[config.mk]
export PLATFORM = sky130hd
export DESIGN_NAME = neopixel_stream_tx
export DESIGN_NICKNAME = d
export VERILOG_FILES = /design/src/rtl/neopixel_stream_tx_pkg.sv /design/src/rtl/neopixel_stream_tx_bit_timer.sv /design/src/rtl/neopixel_stream_tx.sv
export SDC_FILE = /design/constraint.sdc
export NUM_CORES = 1
export LEC_CHECK = 0
export ABC_CLOCK_PERIOD_IN_PS = 5800
export CAP_MARGIN = 20
export CORE_ASPECT_RATIO = 0.6
export CORE_MARGIN = 4
export CORE_UTILIZATION = 63
export CTS_CLUSTER_DIAMETER = 50
export DETAILED_ROUTE_END_ITERATION = 8
export PLACE_DENSITY = 0.79
export SYNTH_ARGS = -nofsm -noshare
export SYNTH_HDL_FRONTEND = slang
export SYNTH_SLANG_ARGS = --single-unit
[constraint.sdc]
create_clock -name i_clk -period 5.8 [get_ports i_clk]
set_input_delay 1.16 -clock i_clk [delete_from_list [all_inputs] [get_ports i_clk]]
set_output_delay 1.16 -clock i_clk [all_outputs]
set_load 0.01 [all_outputs]
[src/rtl/neopixel_stream_tx_pkg.sv]
// Shared constants, FSM encoding and the brightness helper for the
// WS2812-class stream serializer. Timing defaults assume a 16 MHz clock.
package neopixel_stream_tx_pkg;

  // Every colour channel on the wire is one byte
  localparam int CHAN_W = 8;

  // Frame geometry defaults
  localparam int DEF_NUM_LEDS     = 24;
  localparam int DEF_BITS_PER_LED = 24;

  // Bit timing at 16 MHz: 0.375 us / 0.6875 us high, 1.25 us period, 80 us latch
  localparam int DEF_T0H_CYC    = 6;
  localparam int DEF_T1H_CYC    = 11;
  localparam int DEF_TBIT_CYC   = 20;
  localparam int DEF_TRESET_CYC = 1280;

  typedef enum logic [1:0] {
    ST_IDLE  = 2'd0,
    ST_FETCH = 2'd1,
    ST_SHIFT = 2'd2,
    ST_LATCH = 2'd3
  } state_t;

  // Width of the pixel index port; a one-LED strip still gets a 1-bit port
  function automatic int idx_width(input int n);
    return (n > 1) ? $clog2(n) : 1;
  endfunction

  // c * (b + 1) / 256: b = 255 passes c through, b = 0 blanks it
  function automatic logic [CHAN_W-1:0] scale_channel(input logic [CHAN_W-1:0] c,
                                                      input logic [CHAN_W-1:0] b);
    logic [2*CHAN_W-1:0] prod;
    prod = {{CHAN_W{1'b0}}, c} * ({{CHAN_W{1'b0}}, b} + (2*CHAN_W)'(1));
    return prod[2*CHAN_W-1:CHAN_W];
  endfunction

endpackage

[src/rtl/neopixel_stream_tx_bit_timer.sv]
// Single-bit waveform generator: a go pulse starts a bit on the next cycle,
// dout is high for T1H/T0H cycles depending on the bit, then low until the
// bit period ends. bit_end marks the final cycle of the period so the caller
// can chain the next bit with no gap. dout is a flop, so the pin never glitches.
module neopixel_stream_tx_bit_timer
  import neopixel_stream_tx_pkg::*;
#(
  parameter int T0H_CYC  = DEF_T0H_CYC,
  parameter int T1H_CYC  = DEF_T1H_CYC,
  parameter int TBIT_CYC = DEF_TBIT_CYC
) (
  input  logic i_clk,
  input  logic i_rst_n,
  input  logic i_go,
  input  logic i_bit,
  output logic o_dout,
  output logic o_bit_end
);

  localparam int CNT_W = $clog2(TBIT_CYC);

  logic             r_active;
  logic             r_bit;
  logic             r_dout;
  logic [CNT_W-1:0] r_cnt;
  logic             w_high_end;

  assign w_high_end = (r_cnt == (r_bit ? CNT_W'(T1H_CYC - 1) : CNT_W'(T0H_CYC - 1)));
  assign o_bit_end  = r_active && (r_cnt == CNT_W'(TBIT_CYC - 1));
  assign o_dout     = r_dout;

  // Phase counter: restart on go, stop at the end of the period, drop dout after the high phase
  always_ff @(posedge i_clk or negedge i_rst_n) begin
    if (!i_rst_n) begin
      r_active <= 1'b0;
      r_bit    <= 1'b0;
      r_dout   <= 1'b0;
      r_cnt    <= '0;
    end else if (i_go) begin
      r_active <= 1'b1;
      r_bit    <= i_bit;
      r_dout   <= 1'b1;
      r_cnt    <= '0;
    end else if (o_bit_end) begin
      r_active <= 1'b0;
      r_dout   <= 1'b0;
      r_cnt    <= '0;
    end else if (r_active) begin
      r_cnt <= r_cnt + CNT_W'(1);
      if (w_high_end) begin
        r_dout <= 1'b0;
      end
    end
  end

endmodule

[src/rtl/neopixel_stream_tx.sv]
// Streaming WS2812-class serializer. Pixels arrive over valid/ready into a
// one-entry holding register, are brightness-scaled as they move into the
// shifter, and leave MSB first through the bit timer. A frame ends with a
// latch-low period and a one-cycle done pulse; a starved source aborts the
// frame early and raises the sticky underrun flag.
module neopixel_stream_tx
  import neopixel_stream_tx_pkg::*;
#(
  parameter int NUM_LEDS     = DEF_NUM_LEDS,
  parameter int BITS_PER_LED = DEF_BITS_PER_LED,
  parameter int T0H_CYC      = DEF_T0H_CYC,
  parameter int T1H_CYC      = DEF_T1H_CYC,
  parameter int TBIT_CYC     = DEF_TBIT_CYC,
  parameter int TRESET_CYC   = DEF_TRESET_CYC
) (
  input  logic                           i_clk,
  input  logic                           i_rst_n,
  input  logic                           i_start,
  input  logic [CHAN_W-1:0]              i_brightness,
  input  logic [BITS_PER_LED-1:0]        i_pix_data,
  input  logic                           i_pix_valid,
  output logic                           o_pix_ready,
  output logic [idx_width(NUM_LEDS)-1:0] o_pix_index,
  output logic                           o_busy,
  output logic                           o_done,
  output logic                           o_underrun,
  output logic                           o_dout
);

  localparam int NUM_CH    = BITS_PER_LED / CHAN_W;
  localparam int IDX_W     = idx_width(NUM_LEDS);
  localparam int REQ_W     = $clog2(NUM_LEDS + 1);
  localparam int BIT_W     = $clog2(BITS_PER_LED);
  localparam int WAIT_W    = $clog2(TRESET_CYC);
  localparam int STALL_LIM = (TRESET_CYC / 2 > 0) ? TRESET_CYC / 2 : 1;

  state_t                  r_state;
  state_t                  w_state_next;
  logic [BITS_PER_LED-1:0] r_hold;
  logic                    r_hold_valid;
  logic [BITS_PER_LED-1:0] r_shift;       // bits still to send after the current one
  logic [BIT_W-1:0]        r_bit_cnt;
  logic [REQ_W-1:0]        r_req_cnt;     // pixels accepted from the source
  logic [REQ_W-1:0]        r_load_cnt;    // pixels moved into the shifter
  logic [WAIT_W-1:0]       r_wait_cnt;    // stall time in FETCH, latch time in LATCH
  logic                    r_underrun;
  logic                    r_done;

  logic                    w_busy;
  logic                    w_ready;
  logic                    w_xfer;
  logic                    w_avail;
  logic                    w_pending;
  logic                    w_last_bit;
  logic                    w_stall_exp;
  logic                    w_latch_end;
  logic                    w_bit_end;
  logic                    w_load;
  logic                    w_shift;
  logic                    w_go;
  logic                    w_go_bit;
  logic [BITS_PER_LED-1:0] w_raw;
  logic [BITS_PER_LED-1:0] w_scaled;

  assign w_busy      = (r_state != ST_IDLE);
  assign w_ready     = w_busy && !r_hold_valid && (r_req_cnt < REQ_W'(NUM_LEDS))
                       && (r_state != ST_LATCH);
  assign w_xfer      = i_pix_valid && w_ready;
  // A pixel arriving this cycle is usable at once, so an empty holding
  // register never costs a cycle at a load point.
  assign w_avail     = r_hold_valid || w_xfer;
  assign w_pending   = (r_load_cnt < REQ_W'(NUM_LEDS));
  assign w_last_bit  = (r_bit_cnt == BIT_W'(BITS_PER_LED - 1));
  assign w_stall_exp = (r_wait_cnt == WAIT_W'(STALL_LIM - 1));
  assign w_latch_end = (r_wait_cnt == WAIT_W'(TRESET_CYC - 1));

  assign w_raw = r_hold_valid ? r_hold : i_pix_data;

  // Per-channel brightness scaling, brightness sampled at the load itself
  genvar gi;
  generate
    for (gi = 0; gi < NUM_CH; gi++) begin : g_scale
      assign w_scaled[gi*CHAN_W +: CHAN_W] =
        scale_channel(w_raw[gi*CHAN_W +: CHAN_W], i_brightness);
    end
  endgenerate

  neopixel_stream_tx_bit_timer #(
    .T0H_CYC  (T0H_CYC),
    .T1H_CYC  (T1H_CYC),
    .TBIT_CYC (TBIT_CYC)
  ) u_bit_timer (
    .i_clk     (i_clk),
    .i_rst_n   (i_rst_n),
    .i_go      (w_go),
    .i_bit     (w_go_bit),
    .o_dout    (o_dout),
    .o_bit_end (w_bit_end)
  );

  // FSM state register
  always_ff @(posedge i_clk or negedge i_rst_n) begin
    if (!i_rst_n) r_state <= ST_IDLE;
    else          r_state <= w_state_next;
  end

  // FSM next-state: fetch, shift, reload back-to-back or fall back to fetch, then latch
  always_comb begin
    w_state_next = r_state;
    unique case (r_state)
      ST_IDLE:  if (i_start) w_state_next = ST_FETCH;
      ST_FETCH: begin
        if (w_avail)          w_state_next = ST_SHIFT;
        else if (w_stall_exp) w_state_next = ST_LATCH;
      end
      ST_SHIFT: begin
        if (w_bit_end && w_last_bit) begin
          if (!w_pending)    w_state_next = ST_LATCH;
          else if (!w_avail) w_state_next = ST_FETCH;
        end
      end
      ST_LATCH: if (w_latch_end) w_state_next = ST_IDLE;
      default:  w_state_next = ST_IDLE;
    endcase
  end

  // FSM outputs: when to load a new pixel, when to advance a bit, and what the timer sends next
  always_comb begin
    w_load  = 1'b0;
    w_shift = 1'b0;
    unique case (r_state)
      ST_FETCH: w_load = w_avail;
      ST_SHIFT: begin
        if (w_bit_end) begin
          if (!w_last_bit)                 w_shift = 1'b1;
          else if (w_pending && w_avail)   w_load  = 1'b1;
        end
      end
      default: ;
    endcase
    w_go     = w_load || w_shift;
    w_go_bit = w_load ? w_scaled[BITS_PER_LED-1] : r_shift[BITS_PER_LED-1];
  end

  // Holding register: fills from the source, empties into the shifter
  always_ff @(posedge i_clk or negedge i_rst_n) begin
    if (!i_rst_n) begin
      r_hold       <= '0;
      r_hold_valid <= 1'b0;
    end else if (r_state == ST_IDLE) begin
      r_hold_valid <= 1'b0;
    end else if (w_load) begin
      r_hold_valid <= 1'b0;
    end else if (w_xfer) begin
      r_hold       <= i_pix_data;
      r_hold_valid <= 1'b1;
    end
  end

  // Shifter and bit position within the current pixel
  always_ff @(posedge i_clk or negedge i_rst_n) begin
    if (!i_rst_n) begin
      r_shift   <= '0;
      r_bit_cnt <= '0;
    end else if (w_load) begin
      r_shift   <= {w_scaled[BITS_PER_LED-2:0], 1'b0};
      r_bit_cnt <= '0;
    end else if (w_shift) begin
      r_shift   <= r_shift << 1;
      r_bit_cnt <= r_bit_cnt + BIT_W'(1);
    end
  end

  // Frame counters, cleared by an accepted start
  always_ff @(posedge i_clk or negedge i_rst_n) begin
    if (!i_rst_n) begin
      r_req_cnt  <= '0;
      r_load_cnt <= '0;
    end else if (r_state == ST_IDLE) begin
      if (i_start) begin
        r_req_cnt  <= '0;
        r_load_cnt <= '0;
      end
    end else begin
      if (w_xfer) r_req_cnt  <= r_req_cnt + REQ_W'(1);
      if (w_load) r_load_cnt <= r_load_cnt + REQ_W'(1);
    end
  end

  // Shared wait counter: restarts on every state change
  always_ff @(posedge i_clk or negedge i_rst_n) begin
    if (!i_rst_n) begin
      r_wait_cnt <= '0;
    end else if (w_state_next != r_state) begin
      r_wait_cnt <= '0;
    end else if ((r_state == ST_FETCH) || (r_state == ST_LATCH)) begin
      r_wait_cnt <= r_wait_cnt + WAIT_W'(1);
    end
  end

  // Status flags: sticky underrun on starvation, done pulse as the latch ends
  always_ff @(posedge i_clk or negedge i_rst_n) begin
    if (!i_rst_n) begin
      r_underrun <= 1'b0;
      r_done     <= 1'b0;
    end else begin
      r_done <= (r_state == ST_LATCH) && w_latch_end;
      if ((r_state == ST_IDLE) && i_start) begin
        r_underrun <= 1'b0;
      end else if ((r_state == ST_FETCH) && !w_avail && w_stall_exp) begin
        r_underrun <= 1'b1;
      end
    end
  end

  assign o_busy      = w_busy;
  assign o_pix_ready = w_ready;
  assign o_done      = r_done;
  assign o_underrun  = r_underrun;
  assign o_pix_index = (r_req_cnt >= REQ_W'(NUM_LEDS)) ? IDX_W'(NUM_LEDS - 1)
                                                       : IDX_W'(r_req_cnt);

endmodule
==> results.yml <==
global_route:
  grt_usage_pct: 31.8
  antenna_found_initial: 0
  grt.overflow.total: 0
  grt_pass1_vias: 9339
  grt_pass1_wl_mm: 48.0
  grt_max_degree: 51
placed_design:
  place_congestion: 0.916
  dp.cells: 1498
  portBuffers: 45
  pre_cts_ws_ps: -850
  hpwl_mm: 21.6
  placed_cell_area_mm2: 0.0123
power:
  max-vdd-ir-drop_v: 0.000171
  power_mw: 4.07
  p_per_area_mw_per_mm2: 305
  p_leak_nw: 6.68
timing:
  skew_ps: 13.4
  rsz0062_at_grt: "yes"
  slew_viol_final: 0
  hold_violations: 0
  period_minus_slack_ps: 5950
  holdWs_ps: 506
  setup_viol: 6
  fmax_ghz: 0.168
  finalCritPeriodShare_pct: 103
  slew-limit-headroom_pct: 35.9
  timing.final.ws_setup_ps: -155
  worst_pin_slew_ps: 959
worst_setup_path:
  crit_chain: "clkdlybuf4s15_1, and3_4, nand3_4, xnor2_4, or2_4, fa_2, fa_1, inv_2, fa_1, inv_1, fa_1, inv_2, ha_4, nand4b_1, a2111oi_4, o41a_1, buf_4, buf_6, o22ai_1, xor2_1, o21ai_1"
  worst-endpoint-required_ps: 6020
  r2r_cells: 19
  ff2ff_setup_slack_ps: 250
  cpMaxStageDelayCell: "fa_1"
  timing.critical_path.mode_cell: "fa_1"
  critPathMaxFanout: 4
  arrival_ps: 6170
  max_stage_delay_ps: 540
  worstSetupPathType: "input port to flip-flop"
  cp-start-kind: "input port"
  regToRegEndpoint: "r_shift[13]$_DFFE_PN0N_"
  worstReg2RegStart: "r_hold_valid$_DFFE_PN0P_"
  end_kind: "flip-flop"
worst_hold_path:
  hold_path_class: "flip-flop to flip-flop"
  hold_depth: 2
  min_from: "o_underrun$_DFFE_PN0P_"
  min_to: "o_underrun$_DFFE_PN0P_"
die:
  die_width_um: 177
  die_h_um: 109
  core_mm2: 0.0165
  die-area_mm2: 0.0194
  pin_count: 46
  start_util_pct: 65.4
  fp-row-count: 36
yosys:
  netlist_area_mm2: 0.0108
  ys_types: 77
  async_flop_share_pct: 100
  synth-edff-count: 0
  synthFlopType: "dfrtp_1"
  ys_seq_area_share_pct: 19.9
  synth_top_cell_area_share_pct: 22.3
  avgSynthCellArea_um2: 9.52
  synth_common_cells: "196 x nor2_1, 140 x inv_1, 120 x fa_1"
  ys_ff_latch: 86
  synthCells: 1133
  synth_most_common_cell: "nor2_1"
  yosysTopAreaCell: "fa_1"
  ys_warn_count: 0
  synth_area_leaders: "fa_1 22%, dfrtp_1 20%, ha_1 12%"
  syn-num-nets: 1396
finish:
  post-route-cell-area_mm2: 0.0133
  nets: 1566
  num_antenna_cells: 0
  drive_above_1_share_pct: 26.7
  fillers: 931
  multi_input_area_mm2: 0.00841
  syn2layout_area_growth_pct: 23.7
  stdcell_count: 1536
  register_area_mm2: 0.00215
drt:
  ant_nets: 0
  drt_wl_total_mm: 32.9
  drc: 0
  drtIter0Drc: 1171
  vias_per_cell: 6.20
  vias: 9518
  drt_first_pass_iters: 8
  avgRoutedWirePerCell_um: 21.4
clocking:
  clock_latency_ps: 370
  cts_buffer_depth: 2
  cts_buffers: 9
  cts_num_sinks: 86
  htree_levels: 3
  cts_tree: "built"
  clk_pin_slew_worst_paths_ps: 70
  cts_root_buf: "clkbuf_16"
status:
  status: "finished with violations"
  violations: "setup timing"
run:
  drv_cap: 0
stage by stage:
stage                     util (%)  TNS (ps)
after global routing          81.0     -1050
final                         81.0      -578
after global placement        74.8    -11690
after floorplan                  -     -24.5
after detailed placement      74.8    -14120
after CTS                     78.1     -23.1
sequential cells by signal, indices dropped and copies added, names as in the netlist:
| name | cells |
|---|---|
| r_state | 2 |
| u_bit_timer.r_cnt | 5 |
| r_shift | 23 |
| r_wait_cnt | 11 |
| r_hold_valid | 1 |
| u_bit_timer.o_dout | 1 |
| r_load_cnt | 5 |
| o_done | 1 |
| u_bit_timer.r_bit | 1 |
| o_underrun | 1 |
| r_hold | 24 |
| r_req_cnt | 5 |
| u_bit_timer.r_active | 1 |
| r_bit_cnt | 5 |
cell type report:
cell class                 instances  area share (%)
tap                              228            2.14
sequential                        86            16.1
clock inverter                     7           0.553
multi-input combinational        868            63.0
clock buffer                       9            1.69
timing repair buffer             198            12.6
inverter                         140            3.94
kinds of logic after synthesis:
logic type,share of synthesized area [%]
and+or+nand+nor,18.6
adders and majority gates,34.7
buffers and inverters,6.82
AOI/OAI and AO/OA,8.01
DFF,19.9
muxes,8.36
xor gates and xnor gates,3.57
placed cells by master, fill, tap and decap left out, drive strengths merged, types with 7 or more instances in the layout:
cell,synthesis,layout
nor3,24,24
xnor2,26,26
nand2,50,50
nor2b,26,26
a211oi,7,7
clkbuf,22,14
xor2,18,18
mux2,37,37
dfrtp,86,86
or3,14,14
o21ai,32,32
nand2b,7,7
mux2i,41,41
or2,30,30
nand3,17,17
fa,120,120
nor2,198,198
inv,140,143
dlymetal6s2s,0,7
nand4,8,8
buf,17,153
o31ai,8,8
clkdlybuf4s50,0,32
ha,107,107
a21oi,15,15
worst max-delay path by stage:
stage,start,end,cells after the start
2_1_floorplan,i_brightness[0],r_shift[12]$_DFFE_PN0N_,18
5_1_grt,i_brightness[4],r_shift[13]$_DFFE_PN0N_,21
3_3_place_gp,i_brightness[0],r_shift[12]$_DFFE_PN0N_,19
3_5_place_dp,i_brightness[0],r_shift[12]$_DFFE_PN0N_,19
6_report,i_brightness[4],r_shift[13]$_DFFE_PN0N_,21
4_1_cts,i_brightness[1],r_shift[12]$_DFFE_PN0N_,19
where the power goes:
group,internal (mW),switching [mW],total (mW)
logic,1.34,1.49,2.83
clock network,0.304,0.291,0.595
registers,0.621,0.0218,0.643
total,2.27,1.80,4.07
critical path: cells and delay by family:
family / cells / cell delay (ps)
buf+inv: 6 / 670
fa+ha+maj: 5 / 2300
simple gates: 4 / 800
compound gates: 4 / 850
xor+xnor: 2 / 360
timing repair:
item,CTS,global route
setup endpoints to repair,23,22
gates cloned,1,0
pin swaps,28,52
hold buffers,0,0
resized for setup,44,93
buffers inserted,11,10
per-layer routing:
| metal | vias up | track usage (%) | wire, µm |
|---|---|---|---|
| met3 | 151 | 8.28 | 3850 |
| met4 | 0 | 8.17 | 1370 |
| met1 | 4669 | 46.8 | 13300 |
| li1 | 4059 | - | - |
| met5 | - | 0 | 0 |
| met2 | 639 | 47.4 | 14400 |
Power figures use the tool's default switching activity.
